<file path="src/rtl/rs_bank_pkg.sv">
// Shared widths, payload structs and CDB compare helper for the reservation station bank.
package rs_bank_pkg;

    localparam int unsigned RS_ENTRIES = 4;
    localparam int unsigned IDX_W      = 2;
    localparam int unsigned TAG_W      = 4;
    localparam int unsigned DATA_W     = 32;
    localparam int unsigned OP_W       = 3;
    localparam int unsigned BR_W       = 3;

    typedef struct packed {
        logic              busy;
        logic [TAG_W-1:0]  q_j;
        logic [TAG_W-1:0]  q_k;
        logic [DATA_W-1:0] v_j;
        logic [DATA_W-1:0] v_k;
        logic [TAG_W-1:0]  rob_entry;
        logic [OP_W-1:0]   alu_op;
        logic [BR_W-1:0]   branch_type;
    } rs_data_t;

    typedef struct packed {
        logic [DATA_W-1:0] v_j;
        logic [DATA_W-1:0] v_k;
        logic [OP_W-1:0]   alu_op;
        logic [BR_W-1:0]   branch_type;
        logic [TAG_W-1:0]  rob_entry;
    } rs_exec_t;

    // Tag 0 marks a ready operand, so a zero broadcast never matches.
    function automatic logic cdb_hit(input logic             valid,
                                     input logic [TAG_W-1:0] bus_tag,
                                     input logic [TAG_W-1:0] q);
        return valid && (bus_tag != '0) && (q == bus_tag);
    endfunction

    function automatic rs_exec_t to_exec(input rs_data_t e);
        rs_exec_t x;
        x.v_j         = e.v_j;
        x.v_k         = e.v_k;
        x.alu_op      = e.alu_op;
        x.branch_type = e.branch_type;
        x.rob_entry   = e.rob_entry;
        return x;
    endfunction

endpackage

</file>
<file path="src/rtl/rs_age_matrix.sv">
// Age matrix: older[j][i]=1 means entry j was allocated before entry i; grants the oldest ready entry.
module rs_age_matrix
    import rs_bank_pkg::*;
(
    input  logic                  clk,
    input  logic                  rst_n,
    input  logic [RS_ENTRIES-1:0] alloc,
    input  logic [RS_ENTRIES-1:0] free,
    input  logic [RS_ENTRIES-1:0] ready,
    input  logic                  flush,
    output logic [RS_ENTRIES-1:0] grant_c
);

    logic [RS_ENTRIES-1:0][RS_ENTRIES-1:0] older_q, older_d;
    logic [RS_ENTRIES-1:0]                 valid_q, valid_d;
    logic [RS_ENTRIES-1:0]                 blocked;

    // Next matrix: a new entry is younger than every entry still live after this edge.
    always_comb begin
        older_d = older_q;
        valid_d = valid_q;
        if (flush) begin
            older_d = '0;
            valid_d = '0;
        end else begin
            for (int i = 0; i < int'(RS_ENTRIES); i++) begin
                if (free[i]) older_d[i] = '0;
            end
            for (int i = 0; i < int'(RS_ENTRIES); i++) begin
                if (alloc[i]) begin
                    older_d[i] = '0;
                    for (int j = 0; j < int'(RS_ENTRIES); j++) begin
                        if (j != i) older_d[j][i] = valid_q[j] & ~free[j];
                    end
                end
            end
            valid_d = (valid_q & ~free) | alloc;
        end
    end

    always_ff @(posedge clk) begin
        if (!rst_n) begin
            older_q <= '0;
            valid_q <= '0;
        end else begin
            older_q <= older_d;
            valid_q <= valid_d;
        end
    end

    // An entry wins when no older entry is also ready.
    always_comb begin
        blocked = '0;
        for (int i = 0; i < int'(RS_ENTRIES); i++) begin
            for (int j = 0; j < int'(RS_ENTRIES); j++) begin
                if (ready[j] && older_q[j][i]) blocked[i] = 1'b1;
            end
        end
        grant_c = ready & ~blocked;
    end

endmodule

</file>
<file path="src/rtl/rs_bank.sv">
// Four-entry reservation station: issue with CDB bypass, tag wakeup, oldest-ready dispatch to a registered ALU port.
module rs_bank
    import rs_bank_pkg::*;
(
    input  logic                  clk,
    input  logic                  rst_n,
    input  logic [2:0]            rs_dest,
    input  rs_data_t              rs_input,
    input  logic                  cdb_valid,
    input  logic [TAG_W-1:0]      cdb_tag,
    input  logic [DATA_W-1:0]     cdb_value,
    input  logic                  flush,
    input  logic                  ex_ready,
    output logic [RS_ENTRIES-1:0] busy_bus,
    output logic                  ex_valid,
    output rs_exec_t              ex_packet
);

    rs_data_t              entry_q [RS_ENTRIES];
    rs_data_t              entry_d [RS_ENTRIES];
    logic [RS_ENTRIES-1:0] ready;
    logic [RS_ENTRIES-1:0] grant_c;
    logic [RS_ENTRIES-1:0] alloc;
    logic [RS_ENTRIES-1:0] free;
    logic                  issue;
    logic                  dispatch_en;
    logic                  fire;
    rs_exec_t              sel_packet;

    assign issue       = ~rs_dest[2];
    assign dispatch_en = ~ex_valid | ex_ready;
    assign fire        = dispatch_en & ~flush & (|grant_c);
    assign alloc       = issue ? (RS_ENTRIES'(1) << rs_dest[1:0]) : '0;
    assign free        = fire ? grant_c : '0;

    always_comb begin
        for (int i = 0; i < int'(RS_ENTRIES); i++) begin
            ready[i]    = entry_q[i].busy && (entry_q[i].q_j == '0) && (entry_q[i].q_k == '0);
            busy_bus[i] = entry_q[i].busy;
        end
    end

    // Entry update; flush outranks issue, wakeup and dispatch.
    always_comb begin
        for (int i = 0; i < int'(RS_ENTRIES); i++) begin
            entry_d[i] = entry_q[i];
            if (flush) begin
                entry_d[i].busy = 1'b0;
            end else if (issue && (rs_dest[1:0] == IDX_W'(i))) begin
                entry_d[i]      = rs_input;
                entry_d[i].busy = 1'b1;
                if (cdb_hit(cdb_valid, cdb_tag, rs_input.q_j)) begin
                    entry_d[i].v_j = cdb_value;
                    entry_d[i].q_j = '0;
                end
                if (cdb_hit(cdb_valid, cdb_tag, rs_input.q_k)) begin
                    entry_d[i].v_k = cdb_value;
                    entry_d[i].q_k = '0;
                end
            end else begin
                if (free[i]) entry_d[i].busy = 1'b0;
                if (entry_q[i].busy && cdb_hit(cdb_valid, cdb_tag, entry_q[i].q_j)) begin
                    entry_d[i].v_j = cdb_value;
                    entry_d[i].q_j = '0;
                end
                if (entry_q[i].busy && cdb_hit(cdb_valid, cdb_tag, entry_q[i].q_k)) begin
                    entry_d[i].v_k = cdb_value;
                    entry_d[i].q_k = '0;
                end
            end
        end
    end

    always_ff @(posedge clk) begin
        for (int i = 0; i < int'(RS_ENTRIES); i++) begin
            if (!rst_n) entry_q[i] <= '0;
            else        entry_q[i] <= entry_d[i];
        end
    end

    // Grant is one-hot, so a plain priority loop acts as the select mux.
    always_comb begin
        sel_packet = '0;
        for (int i = 0; i < int'(RS_ENTRIES); i++) begin
            if (grant_c[i]) sel_packet = to_exec(entry_q[i]);
        end
    end

    always_ff @(posedge clk) begin
        if (!rst_n) begin
            ex_valid  <= 1'b0;
            ex_packet <= '0;
        end else if (flush) begin
            ex_valid <= 1'b0;
        end else if (dispatch_en) begin
            ex_valid <= |grant_c;
            if (|grant_c) ex_packet <= sel_packet;
        end
    end

    rs_age_matrix u_age (
        .clk     (clk),
        .rst_n   (rst_n),
        .alloc   (alloc),
        .free    (free),
        .ready   (ready),
        .flush   (flush),
        .grant_c (grant_c)
    );

endmodule

</file>
<file path="config.mk">
export PLATFORM = sky130hd
export DESIGN_NAME = rs_bank
export DESIGN_NICKNAME = d
export VERILOG_FILES = /design/src/rtl/rs_bank_pkg.sv /design/src/rtl/rs_age_matrix.sv /design/src/rtl/rs_bank.sv
export SDC_FILE = /design/constraint.sdc
export NUM_CORES = 1
export LEC_CHECK = 0
export CORE_MARGIN = 2
export CORE_UTILIZATION = 40
export DETAILED_ROUTE_END_ITERATION = 8
export PLACE_DENSITY_LB_ADDON = 0.12
export SKIP_LAST_GASP = 1
export SYNTH_ARGS = -nofsm -noshare
export SYNTH_HDL_FRONTEND = slang
export SYNTH_HIERARCHICAL = 1
export SYNTH_SLANG_ARGS = --single-unit
export TNS_END_PERCENT = 30
</file>
<file path="constraint.sdc">
create_clock -name clk -period 5.6 [get_ports clk]
set_input_delay 1.68 -clock clk [delete_from_list [all_inputs] [get_ports clk]]
set_output_delay 1.68 -clock clk [all_outputs]
set_load 0.01 [all_outputs]
</file>
==> results of run 1 <==
==> synth_stat cells (12+ instances only) <==
cell,number,area share [%]
nor2b_1,34,0.96
xor2_1,34,1.3
a31o_1,31,1.2
buf_1,31,0.52
a21boi_1,31,1.0
a311oi_1,128,5.0
a21boi_0,100,3.4
o31ai_2,38,2.1
dfxtp_1,423,38
nor4_1,20,0.56
nor3_1,34,0.77
a32oi_1,32,1.3
nor2_1,12,0.20
nand3_1,161,3.6
buf_6,13,0.66
a31o_2,97,3.8
o21ai_0,234,5.3
clkbuf_1,188,3.2
o211a_1,74,3.3
nand3b_1,74,2.5
a21boi_2,29,1.5
o31ai_1,90,3.0
buf_2,60,1.4
buf_4,17,0.57
a21oi_1,353,7.9
nand2_1,206,3.5
==> cell type report <==
cell class | instances | share of cell area, %
clock buffer | 73 | 5.56
clock inverter | 15 | 0.610
inverter | 12 | 0.172
multi-input combinational | 1886 | 47.5
sequential | 423 | 32.3
tap | 748 | 3.57
timing repair buffer | 272 | 10.3
==> cells in the final DEF, fill, tap and decap left out, drive strengths merged, types with 2 or more instances in the layout <==
cell,count
nand2b,9
clkinv,10
a21oi,353
clkbuf,73
mux2i,6
nor2,13
a32oi,32
nand4,2
o211a,74
xor2,34
inv,13
a211oi,11
a21boi,160
nand3,161
dfxtp,423
or3,2
buf,70
o21ai,234
a22oi,4
and2,2
a311oi,128
and4,3
and3,5
xnor2,6
or3b,7
nor2b,34
nand2,206
bufinv,3
a31o,128
or2,2
clkdlybuf4s50,202
nand3b,74
nor4,20
nor3,34
a31oi,8
o31ai,128
or4,4
==> cells by family (layout without fill, tap and decap cells) <==
family / after synthesis / after routing / share of synthesized area (%)
AND/OR/NAND/NOR: 579 / 579 / 13.4
multiplexers: 6 / 6 / 0.270
XOR/XNOR: 40 / 40 / 1.58
AO/OA/AOI/OAI: 1261 / 1261 / 40.1
flip-flops: 423 / 423 / 38.1
buffers and inverters: 323 / 372 / 6.57
==> how the worst max path moves through the flow <==
stage | to | depth (start not counted)
2_1_floorplan | u_age/older_q[11]$_SDFFE_PP0P_ | 10
3_3_place_gp | entry_q[2][75]$_SDFFE_PN0P_ | 7
3_5_place_dp | entry_q[0][76]$_SDFFE_PN0P_ | 7
4_1_cts | ex_packet[50]$_SDFFE_PN0P_ | 10
5_1_grt | ex_packet[50]$_SDFFE_PN0P_ | 10
6_report | ex_packet[50]$_SDFFE_PN0P_ | 10
==> metrics by stage <==
stage,total power [mW],hold WS [ns],util (%),std cells,instance area [sq um]
2_1_floorplan,3.70,0.444,-,2632,22200
3_3_place_gp,4.09,0.450,44.8,3341,24600
3_5_place_dp,4.10,0.458,44.8,3341,24600
4_1_cts,7.36,0.465,47.7,3429,26200
5_1_grt,7.57,0.476,47.7,3429,26200
6_report,7.32,0.462,47.7,3429,26200
==> critical path, delay by kind of cell (launching register included) <==
kind	cells	cell delay (ns)
flops	1	0.56
buf+inv	1	0.82
simple gates	5	1.86
compound gates	4	1.23
==> power breakdown <==
part | switching [mW] | internal [mW]
Sequential | 0.0487 | 3.10
Clock | 1.33 | 1.93
Combinational | 0.586 | 0.325
Total | 1.96 | 5.35
==> routing by layer <==
layer	track usage (%)	part of all wire [%]
met3	4.05	8.2
met1	36.8	43
met5	0	0.046
met2	43.8	46
met4	10.6	3.3
==> state kept, by name, indices dropped and copies added (netlist names) <==
| signal | flops |
|---|---|
| entry_q | 332 |
| ex_packet | 74 |
| u_age/older_q | 12 |
| u_age/valid_q | 4 |
| ex_valid | 1 |
==> out/metrics.cfg, run 1 <==
[timing]
drv_slew=0
maxSlewHeadroom_pct=24.1
finalHoldViolCount=0
final-setup-viol-count=0
fin_crit_ns=4.54
setup_ws_ns=1.06
tightest_slew_ns=1.14
rsz0062_at_grt=false
fin_skew_ns=0.0219
max_freq_mhz=220
finalSetupTns_ns=0
period_share_pct=81.0

[logic_synthesis]
synth-edff-count=0
synth_warnings=6
synth-seq-area-share_pct=38.1
synth_cell_type_count=53
async_flop_share_pct=0
synth_seq_cells=423
syn_area_sq_um=22200
syn_inst=2632
synth_area_per_cell_sq_um=8.45
ys.flop_type=dfxtp_1
synth_nets=2759

[layout]
fillers=5200
multi_input_area_sq_um=12500
syn2layout_area_growth_pct=18.1
drive_above_1_share_pct=12.9
register_area_sq_um=8470
n_antenna_cell=0
finalNetCount=2771

[clock_network]
postCtsResizedCells=0
hold_buffers=0
clk_latency_ns=0.60
path_clk_slew_ns=0.06
cts_tree=done
cts_root_buffer=clkbuf_16
cts_made_buffers=49
clock_sinks=423
postCtsSetupBuffers=0
cts_buffer_depth=3
cts-htree-levels=2

[routing]
routed_via_density=6.32
wl_per_cell_microns=23.5
detail-route-antenna-nets=0
dr.pass1.iters=6
totalWireLength_mm=80.5
drtIter0Drc=2448
num_vias=21700
drc=0

[power]
p_per_area_nw_per_um2=279
peakVddDrop_v=0.000205
leakage_nw=9.42

[worst_setup_path]
path_common_cell=a21oi_1
path_class=flop to flop
cp-end-kind=flop
cp.required_ns=6.14
setup.worst_path.start_class=flop
r2r_start=entry_q[0][82]$_SDFFE_PP0P_
rrSetupSlack_ns=1.06
critPathSlowestCell=buf_4
worstPathCellList=nor4b_1, nand2_1, nor4_1, and3_4, buf_4, nand3b_1, a21oi_1, a21oi_1, o21ai_0, o211a_1
slowest_delay_ns=0.82
cp-startpoint=entry_q[0][82]$_SDFFE_PP0P_
worst-path-max-fanout=62
cp.arrival_ns=5.07
r2r_cells=10
reg2reg_to=ex_packet[50]$_SDFFE_PN0P_

[die]
core_sq_um=55000
die_area_sq_um=57500
die_y_microns=240
io_pins=206
initial_utilization_pct=40.4
die_x_microns=240
placementRows=86

[min_path]
min_path_type=flop to flop
min_to=entry_q[1][8]$_SDFFE_PN0P_
hp-start=entry_q[1][8]$_SDFFE_PN0P_
timing.hold.worst_path_depth=2

[placement]
io_buffer_count=204
dp_hpwl_mm=46.9
dp_slack_ns=0.757
gp_congestion=0.816

[global_route]
grt_pass1_wl_mm=122
grt_max_degree=121
grt_pass1_vias=20700
grt_overflow=0
grt.total_usage_pct=27.3
antenna_found_initial=3

[flow_run]
maxCapViolations=0

[run_status]
status=finished, final reports clean

No activity file was read; power rests on OpenSTA's default activity.
==> inputs of run 2 (changes only) <==
==> constraint.sdc (replaced) <==
create_clock -name clk -period 4.55 [get_ports clk]
set_input_delay 1.365 -clock clk [delete_from_list [all_inputs] [get_ports clk]]
set_output_delay 1.365 -clock clk [all_outputs]
set_load 0.01 [all_outputs]
==> out/metrics.cfg, run 2 (synthesis results as in run 1) <==
[worst_setup_path]
r2r_start=entry_q[1][74]$_SDFFE_PN0P_
cp-end-kind=flop
worst-path-max-fanout=40  ; -35%
cp-startpoint=cdb_tag[3]
cp.required_ns=5.08  ; -1.06 ns
setup.worst_path.start_class=input port
path_class=input port to flop
cp.arrival_ns=4.28  ; -0.79 ns

[global_route]
grt_max_degree=150  ; +24%
grt.total_usage_pct=27.3  ; +0.049 points
grt_pass1_wl_mm=122  ; -0.17%
antenna_found_initial=4  ; +1
grt_pass1_vias=20900  ; +0.76%
grt_overflow=0  ; unchanged

[timing]
fin_skew_ns=0.0173  ; -0.00461 ns
whs_ns=0.461  ; -0.000975 ns
maxSlewHeadroom_pct=29.4  ; +5.4 points
period_share_pct=82.3
drv_slew=0  ; unchanged
rsz0062_at_grt=false
max_freq_mhz=267
fin_crit_ns=3.74
finalSetupTns_ns=0  ; unchanged
final-setup-viol-count=0  ; unchanged
finalHoldViolCount=0  ; unchanged
tightest_slew_ns=1.06  ; -0.0804 ns

[routing]
dr.pass1.iters=7  ; +1
drc=0  ; unchanged
routed_via_density=6.25  ; -1.2%
detail-route-antenna-nets=0  ; unchanged
drtIter0Drc=2041  ; -17%
wl_per_cell_microns=23.3  ; -0.78%
totalWireLength_mm=80.3  ; -0.26%
num_vias=21500  ; -0.72%

[die]
die_area_sq_um=57500  ; unchanged
initial_utilization_pct=40.4  ; unchanged
io_pins=206  ; unchanged
die_x_microns=240  ; unchanged
core_sq_um=55000  ; unchanged
die_y_microns=240  ; unchanged
placementRows=86  ; unchanged

[clock_network]
path_clk_slew_ns=0.06  ; about the same
cts_buffer_depth=3  ; unchanged
cts_root_buffer=clkbuf_16
cts_tree=done
postCtsSetupBuffers=0  ; unchanged
cts_made_buffers=49  ; unchanged
hold_buffers=0  ; unchanged
clock_sinks=423  ; unchanged
clk_latency_ns=0.60  ; about the same
postCtsResizedCells=0  ; unchanged
cts-htree-levels=2  ; unchanged

[layout]
syn2layout_area_growth_pct=19.6
largest_reg_flops=332  ; unchanged
finalNetCount=2786  ; +0.54%
mostFrequentLayoutCells=423 x dfxtp_1, 353 x a21oi_1, 234 x o21ai_0, 205 x nand2_1, 202 x clkdlybuf4s50_1
layout_commonest_cell=dfxtp_1
top_register=entry_q
top_regs=entry_q x332, ex_packet x74, u_age/older_q x12
drive_above_1_share_pct=13.7  ; +0.77 points
fillers=5222  ; +0.42%
stdcell_count=3447  ; +0.52%
fin_util_pct=48.3  ; +0.61 points

[power]
p_comb_share_pct=12.5  ; about the same
p_int_mw=6.67  ; +25%
peakVddDrop_v=0.000298  ; +45%
p_seq_share_pct=42.5  ; -0.5 points
leakage_nw=9.61  ; +2.0%
p_sw_mw=2.43  ; +24%
sw_frac_of_total_pct=26.7  ; -0.13 points
p_clk_share_pct=45.0  ; +0.5 points
p_per_area_nw_per_um2=342  ; +23%
total_power_mw=9.10  ; +24%

[placement]
dp.cells=3356  ; +0.45%
gp_congestion=0.828  ; +1.4%
io_buffer_count=204  ; unchanged
dp_hpwl_mm=46.5  ; -0.71%

[run_status]
status=finished, final reports clean

[flow_run]
maxCapViolations=0  ; unchanged

[min_path]
min_path_type=flop to flop
hp-start=entry_q[2][0]$_SDFFE_PN0P_

run 2: area by class of cell:
class	instances	area [sq um]	area share (%)
Sequential cell	423	8470	31.9
Timing Repair Buffer	287	3000	11.3
Clock inverter	22	214	0.805
Tap cell	748	936	3.52
Clock buffer	68	1450	5.45
Antenna cell	1	2.50	0.00941
Multi-Input combinational cell	1886	12500	46.9
Inverter	12	45.0	0.169
run 2: power groups by stage:
stage	clock [mW]	combinational [mW]	sequential (mW)
floorplan	0	0.597	3.96
global placement	0	1.11	3.95
detailed placement	0	1.12	3.95
CTS	4.17	1.12	3.87
global route	4.33	1.21	3.88
finish	4.09	1.14	3.87
run 2: layer usage:
metal	up-vias	part of all wire, %	track usage, %
li1	10100	-	-
met1	10400	44	36.4
met2	915	46	44.4
met3	172	7.2	3.71
met4	0	3.4	11.1
met5	-	0	0
run 2: critical path, stage by stage:
cell	delay [ns]
clkdlybuf4s50_1	0.76
buf_4	0.26
buf_4	0.17
xor2_1	0.07
nor4_1	0.66
a31oi_4	0.15
buf_4	0.36
a311oi_1	0.32
a31o_2	0.15
run 2: stage by stage:
step	setup WS (ns)	cell area (sq um)
after floorplan	1.45	22200
after global routing	0.689	26600
final	0.805	26600
after detailed placement	0.316	24900
after global placement	0.346	24900
after CTS	0.862	26600
run 2: path summary, 6_finish.rpt:
path,to,slack (ns),cells past startpoint
max,entry_q[3][12]$_SDFFE_PN0P_,0.81,9
min reg2reg,entry_q[2][0]$_SDFFE_PN0P_,0.46,2
max reg2reg,ex_packet[49]$_SDFFE_PN0P_,0.85,11
min,entry_q[2][0]$_SDFFE_PN0P_,0.46,2
